`config.mk`:
```
export PLATFORM = sky130hd
export DESIGN_NAME = multiplicador_shift_add
export DESIGN_NICKNAME = d
export VERILOG_FILES = /design/src/rtl/multiplicador_shift_add.sv
export SDC_FILE = /design/constraint.sdc
export NUM_CORES = 1
export LEC_CHECK = 0
export BUFFER_PORTS_ARGS = -buffer_cell sky130_fd_sc_hd__buf_2
export CAP_MARGIN = 10
export CORE_MARGIN = 2
export CORE_UTILIZATION = 33
export CTS_BUF_LIST = sky130_fd_sc_hd__clkbuf_4 sky130_fd_sc_hd__clkbuf_8
export DETAILED_ROUTE_END_ITERATION = 8
export PLACE_DENSITY_LB_ADDON = 0.25
export SLEW_MARGIN = 30
export SYNTH_ARGS = -nofsm -noshare
export SYNTH_HDL_FRONTEND = slang
export SYNTH_SLANG_ARGS = --single-unit
```
`constraint.sdc`:
```
create_clock -name CLK -period 2.8 [get_ports CLK]
set_clock_uncertainty 0.1 [all_clocks]
set_input_delay 0.28 -clock CLK [delete_from_list [all_inputs] [get_ports CLK]]
set_output_delay 0.28 -clock CLK [all_outputs]
set_load 0.05 [all_outputs]
```
`src/rtl/multiplicador_shift_add.sv`:
```
// Sequential unsigned shift-and-add multiplier with START/DONE handshake.
// PP accumulates MD for each set bit of MR; exits early once MR is exhausted.
module multiplicador_shift_add #(
    parameter int WIDTH     = 16,
    parameter int DONE_HOLD = 31
) (
    input  logic                 CLK,
    input  logic                 RST_N,
    input  logic                 START,
    input  logic [WIDTH-1:0]     A,
    input  logic [WIDTH-1:0]     B,
    output logic [2*WIDTH-1:0]   PP,
    output logic                 DONE,
    output logic                 BUSY
);

    localparam int CW = $clog2(DONE_HOLD + 1);

    typedef enum logic [2:0] {
        S_START = 3'd0,
        S_CHECK = 3'd1,
        S_ADD   = 3'd2,
        S_SHIFT = 3'd3,
        S_END1  = 3'd4
    } state_t;

    state_t               state_q, state_d;
    logic [2*WIDTH-1:0]   pp_q, pp_d;
    logic [2*WIDTH-1:0]   md_q, md_d;
    logic [WIDTH-1:0]     mr_q, mr_d;
    logic [CW-1:0]        cnt_q, cnt_d;

    always_ff @(posedge CLK or negedge RST_N) begin
        if (!RST_N) begin
            state_q <= S_START;
            pp_q    <= '0;
            md_q    <= '0;
            mr_q    <= '0;
            cnt_q   <= '0;
        end else begin
            state_q <= state_d;
            pp_q    <= pp_d;
            md_q    <= md_d;
            mr_q    <= mr_d;
            cnt_q   <= cnt_d;
        end
    end

    always_comb begin
        state_d = state_q;
        pp_d    = pp_q;
        md_d    = md_q;
        mr_d    = mr_q;
        cnt_d   = cnt_q;
        case (state_q)
            S_START: begin
                if (START) begin
                    md_d    = {{WIDTH{1'b0}}, A};
                    mr_d    = B;
                    pp_d    = '0;
                    state_d = S_CHECK;
                end
            end
            S_CHECK: begin
                if (mr_q == '0) begin
                    cnt_d   = '0;
                    state_d = S_END1;
                end else if (mr_q[0]) begin
                    state_d = S_ADD;
                end else begin
                    state_d = S_SHIFT;
                end
            end
            S_ADD: begin
                pp_d    = pp_q + md_q;
                state_d = S_SHIFT;
            end
            S_SHIFT: begin
                md_d    = md_q << 1;
                mr_d    = mr_q >> 1;
                state_d = S_CHECK;
            end
            S_END1: begin
                cnt_d = cnt_q + CW'(1);
                if (cnt_q == CW'(DONE_HOLD - 1)) begin
                    state_d = S_START;
                end
            end
            default: state_d = S_START;
        endcase
    end

    assign PP   = pp_q;
    assign DONE = (state_q == S_END1);
    assign BUSY = (state_q == S_CHECK) ||
                  (state_q == S_ADD)   ||
                  (state_q == S_SHIFT);

endmodule

```
==> results.tsv <==
stage	metric	value	unit
critical_path	startpoint_type	flop	
placement	io_buffers	68	
power	p_int	2.85	mW
critical_path	crit_type	reg -> reg	
sta	timing.fmax	383	MHz
floorplan	die_h	133	µm
floorplan	core	0.0164	mm²
clocking	cts_made_buffers	9	
drt	ant_nets	0	
floorplan	die_x	133	µm
logic_synthesis	synth_fp_nets	690	
power	p_sw	2.41	mW
logic_synthesis	synthArstFlopShare	1.00	
logic_synthesis	synth_area	0.00548	mm²
drt	vias_per_cell	5.26	
power	peakVddDrop	0.286	mV
final_layout	drive_gt1_frac	0.173	
global_route	grt_pass1_wl	23800	µm
clocking	cts_buffer_depth	2	
logic_synthesis	syn_inst	621	
flow_run	drv_cap	0	
final_layout	multi_input_area	0.00311	mm²
placement	dp_hpwl	10300	µm
logic_synthesis	synth_seq_cells	88	
critical_path	cp_max_fo	4	
final_layout	antenna_cells	0	
critical_path	endpoint_kind	flop	
sta	finalWorstPathRequiredPeriod	2.61	ns
logic_synthesis	synth_edf_count	0	
clocking	cts_tree	built	
global_route	grt_usage	0.167	
sta	tightest_slew	0.739	ns
power	p_clk_frac	0.168	
power	power.share.sequential	0.332	
sta	worst_slack	0.189	ns
clocking	clk_latency	0.38	ns
drt	dr.pass1.iters	5	
power	powerDensity	841	mW/mm²
power	sw_frac_of_total	0.458	
sta	slew_headroom	0.507	
logic_synthesis	seq_area_frac_synth	0.402	
final_layout	stdcell_count	904	
logic_synthesis	ys_warn_count	0	
critical_path	required	2.95	ns
clocking	cts_root_buf	clkbuf_8	
final_layout	fillCellCount	1670	
critical_path	timing.rr.end	PP[26]	
final_layout	ff_latch_area	0.00220	mm²
final_layout	syn_to_final_growth	14.1	%
sta	final-hold-violation-count	0	
sta	setup_tns	0	ns
drt	drt_iter0_markers	199	
sta	min_period_over_period	0.932	
drt	vias	4752	
global_route	grt_pass1_vias	4696	
sta	drv_slew	0	
final_layout	post-route-util	0.381	
placement	pre_cts_ws	0.176	ns
floorplan	placementRows	47	
drt	routedWlPerCell	15.6	µm
critical_path	startpoint	md_q[0]	
clocking	clock_sinks	88	
critical_path	crit_end	PP[26]	
logic_synthesis	avgSynthCellArea	8.83	µm²
outcome	outcome	finished clean	
critical_path	r2r_setup_slack	0.19	ns
global_route	antenna_found_initial	0	
power	p_leak	2.91	nW
global_route	overflow	0	
critical_path	rr_startpoint	md_q[0]	
floorplan	pin_count	69	
clocking	cts_max_level	3	
clocking	clk_pin_slew	0.09	ns
floorplan	die-area	0.0177	mm²
power	pwr-share-comb	0.500	
logic_synthesis	synthFlopType	dfrtp_1	
sta	rsz0062_at_grt	false	
final_layout	nets	748	
drt	wl	14100	µm
critical_path	rr_worst_depth	11	
placement	place_inst	885	
drt	drcViolationCount	0	
sta	holdWs	0.0370	ns
global_route	grt_max_degree	85	
placement	gp_congestion	0.884	
logic_synthesis	yosysUniqueCellTypes	62	
floorplan	start_util	0.334	
min_path	hp-class	in -> reg	
sta	finalSetupViolCount	0	
critical_path	crit_arrival	2.76	ns
min_path	hp-start	B[15]	
[power by group through the flow]
stage | clock, mW | combinational, mW | sequential, mW
2_1_floorplan | 0 | 1.68 | 2.11
3_3_place_gp | 0 | 2.58 | 1.77
3_5_place_dp | 0 | 2.62 | 1.77
4_1_cts | 0.912 | 2.63 | 1.75
5_1_grt | 0.978 | 2.90 | 1.78
6_report | 0.883 | 2.64 | 1.75
[per-stage QoR]
step                      total power [mW]  cell area, µm²
after floorplan                       3.79            5480
after global placement                4.36            6030
after detailed placement              4.40            6030
after CTS                             5.30            6240
after global routing                  5.66            6260
final                                 5.26            6260
[timing repair]
item / 4_1_cts / 5_1_grt
hold endpoints to repair: 88 / 0
setup buffers: 0 / 2
gates resized for setup: 0 / 4
endpoints found under the setup margin: 0 / 6
hold buffers: 1 / 0
[logic make-up after synthesis]
group,share of synthesized area
flops,0.402
simple gates,0.204
mux,0.00548
fa+ha+maj,0.0790
buf+inv,0.0345
xor+xnor,0.0383
compound gates,0.237
[how the worst min path moves through the flow]
stage | endpoint | cells past startpoint
floorplan | PP[0] | 0
global placement | mr_q[11] | 1
detailed placement | mr_q[11] | 1
CTS | mr_q[15] | 3
global route | mr_q[15] | 3
finish | mr_q[15] | 3
[routing by layer]
layer	GRT usage	vias up	share of wire
li1	-	2358	-
met1	0.226	2280	0.48
met2	0.262	92	0.45
met3	0.0310	22	0.041
met4	0.0735	0	0.028
met5	0	-	0
[synthesized netlist by cell type, types with 3 or more instances]
| library cell | number | area share |
|---|---|---|
| nand3b_1 | 6 | 0.0082 |
| buf_2 | 4 | 0.0037 |
| inv_1 | 11 | 0.0075 |
| a21oi_1 | 36 | 0.033 |
| and3_1 | 3 | 0.0034 |
| a21o_1 | 13 | 0.018 |
| nand2_1 | 110 | 0.075 |
| a22o_1 | 20 | 0.032 |
| nor2b_1 | 5 | 0.0057 |
| or3_1 | 5 | 0.0057 |
| and2_1 | 4 | 0.0046 |
| a32o_1 | 3 | 0.0055 |
| o21bai_1 | 4 | 0.0055 |
| o21a_1 | 7 | 0.0096 |
| o21ai_0 | 30 | 0.027 |
| a31oi_1 | 34 | 0.039 |
| dfrtp_1 | 88 | 0.40 |
| nor2_1 | 58 | 0.040 |
| ha_1 | 33 | 0.075 |
| nand3_1 | 14 | 0.013 |
| nor4_1 | 6 | 0.0068 |
| nand4_1 | 10 | 0.011 |
| nor3_1 | 5 | 0.0046 |
| clkbuf_1 | 23 | 0.016 |
| nor3b_1 | 5 | 0.0068 |
| mux2i_1 | 3 | 0.0055 |
| o21ai_1 | 12 | 0.011 |
| xnor2_1 | 9 | 0.014 |
| xor2_1 | 15 | 0.024 |
[cell type report]
class	instances	share of cell area
clock buffers	14	0.0288
well taps	220	0.0440
inverters	11	0.00660
clock inverters	2	0.00200
flip-flops and latches	88	0.352
repair buffers	79	0.0704
multi-input cells	490	0.496
[registers in the layout (all words and copies together), names as in the netlist]
name     cells
PP          32
md_q        32
mr_q        16
cnt_q        5
state_q      3
[worst max-delay path, stage by stage (launching register included)]
cell and delay [ns]:
dfrtp_1 0.38, ha_1 0.18, inv_1 0.05, fa_1 0.39
nor2b_1 0.13, o21a_1 0.16, o21ai_2 0.09, a21oi_2 0.27
o2111ai_2 0.18, a211oi_2 0.31, o31a_1 0.17, o31ai_2 0.06
[cell usage in the layout (no fill, tap or decap), types with 4 or more instances in the layout]
| master | count |
|---|---|
| buf_4 | 10 |
| a21o_1 | 13 |
| dfrtp_1 | 88 |
| or3_1 | 5 |
| o21ai_1 | 12 |
| a31oi_1 | 34 |
| o21bai_1 | 4 |
| nor2b_1 | 5 |
| buf_2 | 67 |
| o21a_1 | 7 |
| nor2_1 | 57 |
| ha_1 | 33 |
| nand2_1 | 110 |
| nor3_1 | 5 |
| nand3_1 | 14 |
| and2_1 | 4 |
| nor3b_1 | 4 |
| o21ai_2 | 4 |
| a22o_1 | 20 |
| o21ai_0 | 28 |
| clkbuf_8 | 12 |
| nand4_1 | 10 |
| inv_1 | 11 |
| xnor2_1 | 9 |
| nand3b_1 | 6 |
| nor4_1 | 6 |
| xor2_1 | 15 |
| a21oi_1 | 36 |
Note: power is estimated with default switching activity, not from simulation.
